$ cat src/rtl/ula_arbiter.sv
// rtl/ula_arbiter.sv - two-requester round-robin arbiter sharing one ULA, with ack timeout
module ula_arbiter #(
  parameter int WIDTH   = 4,
  parameter int TIMEOUT = 8
) (
  input  logic             i_clk,
  input  logic             i_rst,
  input  logic             i_req0,
  input  logic             i_req1,
  input  logic [WIDTH-1:0] i_op1_0,
  input  logic [WIDTH-1:0] i_op2_0,
  input  logic [WIDTH-1:0] i_op1_1,
  input  logic [WIDTH-1:0] i_op2_1,
  input  logic [3:0]       i_sel_0,
  input  logic [3:0]       i_sel_1,
  output logic             o_gnt0,
  output logic             o_gnt1,
  output logic             o_done0,
  output logic             o_done1,
  output logic [WIDTH-1:0] o_res_out,
  output logic             o_err,
  output logic             o_ula_ena,
  output logic [WIDTH-1:0] o_ula_op1,
  output logic [WIDTH-1:0] o_ula_op2,
  output logic [3:0]       o_ula_op_sel,
  input  logic [WIDTH-1:0] i_ula_res,
  input  logic             i_ula_ack
);

  typedef enum logic [1:0] {
    ST_IDLE = 2'd0,
    ST_BUSY = 2'd1,
    ST_RESP = 2'd2
  } state_t;

  localparam logic [3:0] LP_LAST = 4'(TIMEOUT - 1);

  state_t           r_state;
  state_t           w_next;
  logic             r_ptr;
  logic             r_owner;
  logic [3:0]       r_cnt;
  logic [WIDTH-1:0] r_op1;
  logic [WIDTH-1:0] r_op2;
  logic [3:0]       r_sel;
  logic [WIDTH-1:0] r_res;
  logic             r_err;
  logic             w_gnt0;
  logic             w_gnt1;
  logic             w_busy;
  logic             w_resp;

  always_comb begin
    w_next = r_state;
    w_gnt0 = 1'b0;
    w_gnt1 = 1'b0;
    case (r_state)
      ST_IDLE: begin
        // With both requesting, the pointer names the requester that goes first.
        if (i_req0 && (!i_req1 || !r_ptr)) begin
          w_gnt0 = 1'b1;
        end else if (i_req1) begin
          w_gnt1 = 1'b1;
        end
        if (w_gnt0 || w_gnt1) begin
          w_next = ST_BUSY;
        end
      end
      ST_BUSY: begin
        if (i_ula_ack || (r_cnt == LP_LAST)) begin
          w_next = ST_RESP;
        end
      end
      ST_RESP: w_next = ST_IDLE;
      default: w_next = ST_IDLE;
    endcase
  end

  always_ff @(posedge i_clk) begin
    if (i_rst) begin
      r_state <= ST_IDLE;
      r_ptr   <= 1'b0;
      r_owner <= 1'b0;
      r_cnt   <= '0;
      r_op1   <= '0;
      r_op2   <= '0;
      r_sel   <= '0;
      r_res   <= '0;
      r_err   <= 1'b0;
    end else begin
      r_state <= w_next;
      case (r_state)
        ST_IDLE: begin
          r_cnt <= '0;
          if (w_gnt0) begin
            r_owner <= 1'b0;
            r_op1   <= i_op1_0;
            r_op2   <= i_op2_0;
            r_sel   <= i_sel_0;
          end else if (w_gnt1) begin
            r_owner <= 1'b1;
            r_op1   <= i_op1_1;
            r_op2   <= i_op2_1;
            r_sel   <= i_sel_1;
          end
        end
        ST_BUSY: begin
          // Ack is checked first so it wins over a coincident timeout.
          if (i_ula_ack) begin
            r_res <= i_ula_res;
            r_err <= 1'b0;
          end else if (r_cnt == LP_LAST) begin
            r_res <= '0;
            r_err <= 1'b1;
          end else begin
            r_cnt <= r_cnt + 4'd1;
          end
        end
        ST_RESP: r_ptr <= ~r_owner;
        default: ;
      endcase
    end
  end

  // Reset forces every output low, even if the state register is still mid-operation.
  assign w_busy = (r_state == ST_BUSY) && !i_rst;
  assign w_resp = (r_state == ST_RESP) && !i_rst;

  assign o_gnt0       = w_gnt0 && !i_rst;
  assign o_gnt1       = w_gnt1 && !i_rst;
  assign o_done0      = w_resp && !r_owner;
  assign o_done1      = w_resp && r_owner;
  assign o_res_out    = w_resp ? r_res : '0;
  assign o_err        = w_resp && r_err;
  assign o_ula_ena    = w_busy;
  assign o_ula_op1    = w_busy ? r_op1 : '0;
  assign o_ula_op2    = w_busy ? r_op2 : '0;
  assign o_ula_op_sel = w_busy ? r_sel : '0;

endmodule
$ cat config.mk
export PLATFORM = sky130hd
export DESIGN_NAME = ula_arbiter
export DESIGN_NICKNAME = d
export VERILOG_FILES = /design/src/rtl/ula_arbiter.sv
export SDC_FILE = /design/constraint.sdc
export NUM_CORES = 1
export LEC_CHECK = 0
export CAP_MARGIN = 20
export CORE_MARGIN = 1
export CORE_UTILIZATION = 46
export CTS_CLUSTER_DIAMETER = 30
export CTS_CLUSTER_SIZE = 25
export DETAILED_ROUTE_END_ITERATION = 7
export GPL_TIMING_DRIVEN = 0
export PLACE_DENSITY = 0.84
export RECOVER_POWER = 100
export SYNTH_ARGS = -nofsm -noshare
export SYNTH_HDL_FRONTEND = slang
export SYNTH_SLANG_ARGS = --single-unit
$ cat constraint.sdc
create_clock -name i_clk -period 2.4 [get_ports i_clk]
set_input_delay 0.48 -clock i_clk [delete_from_list [all_inputs] [get_ports i_clk]]
set_output_delay 0.48 -clock i_clk [all_outputs]
set_load 0.02 [all_outputs]
Word level (Yosys, flattened, before mapping)
Index checks and enable logic that the tools add are counted.
{"block": "classes", "n_addsub": 1, "bitwise": 1, "n_reduce_logical": 23, "muxes": 29, "n_eq_ne": 7}
{"cell": "$mux W4", "n": 14}
{"cell": "$mux W1", "n": 11}
{"cell": "$logic_and A1 B1 Y1", "n": 8}
{"cell": "$ne A2 B2 Y1 const B", "n": 4}
{"cell": "$pmux W4 S2", "n": 1}
{"cell": "$reduce_and A2 Y1", "n": 3}
{"cell": "$reduce_bool A2 Y1", "n": 3}
{"cell": "$add A4 B1 Y4 const B", "n": 1}
{"cell": "$eq A4 B3 Y1 const B", "n": 1}
{"cell": "$logic_not A1 Y1", "n": 4}
{"cell": "$mux W2", "n": 2}
{"cell": "$pmux W2 S2", "n": 1}
{"cell": "$logic_or A1 B1 Y1", "n": 3}
{"cell": "$reduce_and A3 Y1", "n": 1}
{"cell": "$eq A2 B1 Y1 const B", "n": 1}
{"cell": "$eq A2 B2 Y1 const B", "n": 1}
{"cell": "$logic_not A2 Y1", "n": 1}
{"cell": "$not A1 Y1", "n": 1}
{"block": "totals", "output_inout_bits": 22, "elab_cells": 70, "inputBits": 33, "reg_bits": 25}

Depth between registers and ports, before layout
Gate-level depths: netlist of run 1.
{"block": "logic_depth", "ltp_word": 8, "mapped_depth": 5, "ltp_nobuf": 4}

Least setup slack after synthesis of run 1
OpenSTA, ideal clock, no wires.
{"block": "synth_timing", "kind": "input -> output", "startpoint": "input port i_req1", "endpoint": "output port o_gnt0", "t_required_ns": 1.920, "slack_ns": 0.426, "path_buffers": 1, "t_arrival_ns": 1.494, "path_stages": 4, "cell_sequence": "a211o_1 or2_4 buf_6 nor2_1"}
{"block": "synth_via", "elab_chain_len": 7}
{"item": "start, declared", "line": "9", "text": "input logic i_req1,"}
{"item": "$logic_not A1 Y1", "line": "60", "text": "if (i_req0 && (!i_req1 || !r_ptr)) begin"}
{"item": "$logic_or A1 B1 Y1", "line": "60"}
{"item": "$logic_and A1 B1 Y1", "line": "60"}
{"item": "$mux W1", "line": "60"}
{"item": "$mux W1 (2 in series)", "line": "57", "text": "case (r_state)"}
{"item": "$logic_and A1 B1 Y1", "line": "129", "text": "assign o_gnt0 = w_gnt0 && !i_rst;"}
{"item": "end, declared", "line": "16", "text": "output logic o_gnt0,"}
No other way between the ends. The select of a mux whose other input is x is not followed.

Final worst setup path of run 1
{"block": "layout_timing", "startpoint": "input port i_req0", "endpoint": "output port o_gnt1"}
{"block": "layout_via", "elab_chain_len": 5}
{"item": "start, declared", "line": "8", "text": "input logic i_req0,"}
{"item": "$logic_and A1 B1 Y1", "line": "60"}
{"item": "$mux W1", "line": "60"}
{"item": "$mux W1 (2 in series)", "line": "57"}
{"item": "$logic_and A1 B1 Y1", "line": "130", "text": "assign o_gnt1 = w_gnt1 && !i_rst;"}
{"item": "end, declared", "line": "17", "text": "output logic o_gnt1,"}
No other way between the ends. The select of a mux whose other input is x is not followed.

==> results.yml, run 1 <==
floorplanning:
  pin_count: 55
  rows: 19
  dieArea_sq_mm: 0.003280
  core_sq_mm: 0.002829
  die_w_microns: 57.27
  die_h_microns: 57.27
  start_util: 0.4967
yosys:
  yosys_warnings: 0
  synth_ff_type: "dfxtp_1"
  synth-xor-area-share: 0
  synth_compound_area_frac: 0.2618
  syn_area_sq_mm: 0.001405
  yosys.area_share.simple: 0.3224
  synth_top_family_by_area: "simple AND/OR/NAND/NOR gates"
  synthAdderAreaFrac: 0.008905
  synth_mux_area_frac: 0
  async_flop_share: 0
  syn-num-nets: 202
  synth-edff-count: 0
  synth_seq_cells: 25
  postSynthCellCount: 168
  ys_types: 38
  ys_seq_area_frac: 0.3562
  avgSynthCellArea_sq_um: 8.364
flow_run:
  maxCapViolCount: 0
final_layout:
  final_common_cell: "clkdlybuf4s50_1"
  fillers: 222
  nNetsFinal: 262
  area_growth_pct: 39.00
  fin_area_sq_mm: 0.001953
  drive_gt1_frac: 0.09251
  antennaDiodeCount: 0
  final_cell_mix: "clkdlybuf4s50_1, nor3_1, dfxtp_1, dlygate4sd2_1, a21oi_1"
setup_path:
  reg2reg_slack_ns: 0.65
  worst_r2r_path_depth: 5
  critPathLaunchType: "input port"
  regToRegStartpoint: "r_state[1]$_SDFFE_PP0P_"
  required_ns: 1.92
  crit_arrival_ns: 1.88
  reg2reg_to: "r_op1[0]$_SDFFE_PP0P_"
  worstSetupPathType: "in -> out"
  crit_path_end_kind: "primary output"
  critical_path.max_fanout: 10
global_route:
  grt_usage: 0.2709
  grt_start_max_net_pins: 14
  grt_pass1_wl_mm: 6.913
  overflow: 0
  antenna_found_initial: 0
  grt_pass1_vias: 1539
routing:
  avgViaCountPerCell: 5.950
  vias: 1535
  wl_mm: 4.172
  route.detailed.drc: 5
  first_pass_iters: 6
  ant_nets: 0
  drtIter0Drc: 109
  drt-wirelength-per-cell_microns: 16.17
sta:
  maxSlewHeadroom: 0.6554
  min_period_over_period: 0.9843
  fin_tns_setup_ns: 0
  fmax_mhz: 423.3
  worstMarginPinSlew_ns: 0.5170
  hold_violations: 0
  setup_viol: 0
  finalMaxSlewViolations: 0
  rsz0062_at_grt: "no"
  layout_min_cycle_time_ns: 2.362
  final.setup_skew_ns: 0.001546
power:
  comb_power_share: 0.281
  static-leakage-power_nw: 0.7988
  power_frac_clock: 0.213
  netSwitchingFraction: 0.3121
  p_sw_mw: 0.2896
  vdd_drop_max_uv: 279.9
  seq_power_share: 0.506
  powerDensity_mw_per_mm2: 475.0
  fin_total_pwr_mw: 0.9277
  p_int_mw: 0.6382
clocking:
  cts_tree: "done"
  clk_path_buf_depth: 2
  cts-hold-fix-buffers: 0
  path_clk_slew_ns: 0.14
  numCtsBuffers: 3
  cts_root_buf: "clkbuf_4"
  h-tree-depth: 1
  clock_latency_ns: 0.33
  cts.sinks: 25
run_status:
  status: "complete, but fails checks"
  violations: "design-rule violations"
worst_hold_path:
  hp-class: "reg -> reg"
  min-delay-start: "r_res[3]$_SDFFE_PP0P_"
  hold_path_end: "r_res[3]$_SDFFE_PP0P_"
  hold_depth: 2
place:
  portBuffers: 53
  dp_hpwl_mm: 3.069
  finalWeightedCongestion: 0.8148
  placed_area_sq_mm: 0.001974
Yosys cell counts, drive strengths merged, types with 2 or more instances:
library cell | instances | area (sq um)
nor3 | 27 | 135.1
a21oi | 19 | 95.09
or2 | 3 | 21.27
o21a | 2 | 15.01
nand2 | 6 | 22.52
inv | 2 | 7.510
o211ai | 2 | 15.01
buf | 4 | 26.27
dfxtp | 25 | 500.5
nor3b | 2 | 20.02
o21ai | 4 | 20.02
nor2 | 8 | 32.54
a2111oi | 12 | 165.2
and3b | 2 | 17.52
nand2b | 2 | 12.51
nand3 | 4 | 20.02
clkbuf | 9 | 33.78
a31oi | 2 | 12.51
and2 | 19 | 118.9
worst max-delay path, cell delays in order:
cell and delay, ns:
clkdlybuf4s50_1 0.51, inv_1 0.11, clkbuf_4 0.21, o2111a_1 0.25
dlygate4sd2_1 0.32
kinds of logic after synthesis:
logic type / Yosys count
adder cells (fa/ha/maj): 1
AO/OA/AOI/OAI: 46
buffers and inverters: 16
flip-flops: 25
AND/OR/NAND/NOR: 80
power groups by stage:
| stage | sequential, mW | clock, mW | combinational, mW |
|---|---|---|---|
| detailed placement | 0.477 | 0 | 0.279 |
| global placement | 0.474 | 0 | 0.270 |
| global route | 0.474 | 0.216 | 0.282 |
| floorplan | 0.471 | 0 | 0.171 |
| finish | 0.470 | 0.197 | 0.261 |
| CTS | 0.469 | 0.196 | 0.284 |
per-layer routing:
layer  routed length, microns  global-route usage
met4                       75              0.1289
met3                      260             0.03628
met1                     1745              0.3253
met2                     2091              0.4773
met5                        0                   0
state kept, by name, indices dropped and copies added, names as in the netlist:
name,flops
r_owner,1
r_ptr,1
r_sel,4
r_state,2
r_op1,4
r_op2,4
r_res,4
r_err,1
r_cnt,4
how the worst max path moves through the flow:
| stage | start | end | slack [ns] | depth (start not counted) |
|---|---|---|---|---|
| 6_report | i_req0 | o_gnt1 | 0.04 | 5 |
| 5_1_grt | i_req0 | o_gnt1 | 0.0006 | 5 |
| 4_1_cts | i_rst | o_ula_ena | 0.02 | 4 |
| 3_5_place_dp | i_rst | o_ula_op2[2] | -0.70 | 5 |
| 3_3_place_gp | i_rst | o_ula_op1[1] | -0.68 | 5 |
| 2_1_floorplan | i_req1 | o_gnt0 | 0.43 | 4 |
metrics by stage:
stage	hold slack (ns)	instances	utilization	setup WS, ns
after CTS	0.4815	258	0.7103	0.01888
after global placement	0.4394	252	0.6979	-0.6793
after global routing	0.5109	258	0.6904	0.0006317
after detailed placement	0.4503	252	0.6979	-0.7023
final	0.4795	258	0.6904	0.03777
after floorplan	0.4314	168	-	0.4262
final cells by class:
class                      instances  area (sq um)  share of cell area
tap                               31         38.79             0.01986
multi-input combinational        127         800.8              0.4100
buffer                            13         71.32             0.03652
sequential                        25         501.7              0.2569
clock buffer                       4         26.28             0.01345
inverter                           3         11.26            0.005766
timing repair buffer              55         503.0              0.2575
repair_timing:
item	in CTS	in global routing
resized for setup	37	2
endpoints found under the setup margin	22	2
hold endpoints to repair	0	0
buffers inserted	2	0
pin swaps	2	0
No activity file was read; power rests on OpenSTA's default activity.
==> run 2: changes to the inputs <==
--- a/config.mk
+++ b/config.mk
@@ -9,7 +9,6 @@
 export CORE_MARGIN = 1
 export CORE_UTILIZATION = 46
 export CTS_CLUSTER_DIAMETER = 30
-export CTS_CLUSTER_SIZE = 25
 export DETAILED_ROUTE_END_ITERATION = 7
 export GPL_TIMING_DRIVEN = 0
 export PLACE_DENSITY = 0.84
==> results of run 2 <==
No change in the layout: final DEF, timing and power equal those of run 1.
==> RTL change, RTL diff (flow settings as in run 1) <==
The parameter `WIDTH` goes from 4 to 3.
--- a/src/rtl/ula_arbiter.sv
+++ b/src/rtl/ula_arbiter.sv
@@ -1,5 +1,5 @@
 // rtl/ula_arbiter.sv - two-requester round-robin arbiter sharing one ULA, with ack timeout
 module ula_arbiter #(
-  parameter int WIDTH   = 4,
+  parameter int WIDTH   = 3,
   parameter int TIMEOUT = 8
 ) (
Interface: changed (8 resized); port bits go from 55 to 47. No check against the original RTL was run, so the function may have changed too.
==> RTL change against run 1 <==
Sequential cell count shrank 3. Count of clock-buffer cells in the layout shrank 1. Combinational power shrank 15%. Clock power grew 44%. Hold slack lost 0.011 ns. Worst setup slack lost 0.0025 ns. Design area shrank 11%. Wire length shrank 16%. Total power shrank 1.3%. Register-to-register slack gained 0.15 ns. Synthesized area shrank 10%. Clock skew grew 0.0020 ns. Fmax shrank 0.11%. Critical path type unchanged. Largest cell class unchanged. Largest power group unchanged.
==> RTL change: results (changes against run 1) <==
status: complete, no violations (was finished, violations left)
GRT Overall Usage: 24.45% (was 27.09%)
FF-to-FF setup slack: 0.80 ns (was 0.65 ns)
met3 WL: 308 um (was 260 um)
TritonRoute pass-1 iters: 4 (was 6)
DRT iter0 DRCs: 46 (was 109)
Setup Skew: 0.003500 ns (was 0.001546 ns)
met2 GRT Util: 42.89% (was 47.73%)
leakage power: 0.6731 nW (was 0.7988 nW)
Psw: 247.2 uW (was 289.6 uW)
met3 usage: 3.889% (was 3.628%)
final WL: 3500 um (was 4172 um)
Post-synth top cells: nor3_1 (23), dfxtp_1 (22), a21oi_1 (16), and2_1 (16), a2111oi_2 (9) (was nor3_1 (27), dfxtp_1 (25), a21oi_1 (19), and2_1 (19))
Worst-Skew Late Latency: 0.30 ns (was 0.33 ns)
period utilization: 98.53% (was 98.43%)
vias in the first global route: 1207 (was 1539)
Buffers on Ports: 45 (was 53)
Filler Cells Inserted: 237 (was 222)
Met2 Wirelength: 1661 um (was 2091 um)
WHS: 0.4683 ns (was 0.4795 ns)
routed len/inst: 15.15 um (was 16.17 um)
antenna violations before repair: 0 (unchanged)
RePlAce Congestion: 0.8087 (was 0.8148)
fin nets: 231 (was 262)
met1 usage: 29.87% (was 32.53%)
hold endpoint: r_res[2] (was r_res[3])
layout cells sized above 1: 9.950% (was 9.251%)
pre-CTS setup slack: -0.5839 ns (was -0.7023 ns)
share of the yosys chip area belonging to registers: 34.99% (was 35.62%)
count of cell types in the netlist: 36 (was 38)
Synth Instances: 151 (was 168)
Placed Area: 0.001747 mm^2 (was 0.001974 mm^2)
Vias per Instance: 5.784 (was 5.950)
hold path start: r_res[2] (was r_res[3])
Max VDD drop: 481.8 uV (was 279.9 uV)
Synth area leaders: dfxtp_1 (35%), a2111oi_2 (11%), nor3_1 (9.1%) (was dfxtp_1 (36%), a2111oi_2 (9.6%), nor3_1 (9.6%))
wire length on met1: 1514 um (was 1745 um)
syn nets: 180 (was 202)
global-route wire length before repair: 5292 um (was 6913 um)
[RTL change: timing repair]
action | in CTS | in global routing
setup buffers | 1 | 0
endpoints found under the hold margin | 0 | 0
pin swaps | 1 | 0
endpoints found under the setup margin | 19 | 14
gates resized for setup | 38 | 20
gates cloned | 0 | 0
[RTL change: power by group through the flow]
stage	combinational (mW)	sequential, mW	clock, mW
final	0.221	0.411	0.284
after global routing	0.241	0.414	0.310
after CTS	0.247	0.410	0.292
after detailed placement	0.243	0.418	0
after global placement	0.239	0.417	0
after floorplan	0.151	0.414	0
[RTL change: worst max path at each step]
| stage | start | endpoint |
|---|---|---|
| floorplan | i_req1 | o_gnt0 |
| global placement | i_rst | o_res_out[2] |
| detailed placement | i_rst | o_res_out[0] |
| CTS | i_rst | o_ula_op_sel[0] |
| global route | i_rst | o_ula_op1[1] |
| finish | i_req0 | o_gnt1 |
[RTL change: worst max-delay path, stage by stage]
cell             delay [ns]
clkdlybuf4s50_1        0.51
inv_1                  0.10
clkbuf_4               0.20
o2111a_1               0.26
dlygate4sd2_1          0.32
[RTL change: cells by family (layout without fill, tap and decap cells)]
kind of cell	after synthesis	in the layout	synth area share, %
AO/OA/AOI/OAI	41	41	26.54
adder cells (fa/ha/maj)	1	1	0.9939
buffers and inverters	17	67	5.964
flip-flops	22	22	34.99
AND/OR/NAND/NOR	70	70	31.51
[RTL change: cell type report]
| type | count | area, um^2 | area share [%] |
|---|---|---|---|
| buffer | 13 | 81.33 | 4.686 |
| clock buffer | 3 | 22.52 | 1.298 |
| clock inverter | 1 | 30.03 | 1.730 |
| inverter | 4 | 15.01 | 0.8652 |
| multi-input combinational | 112 | 703.2 | 40.52 |
| sequential | 22 | 441.7 | 25.45 |
| tap | 30 | 37.54 | 2.163 |
| timing repair buffer | 46 | 404.1 | 23.29 |
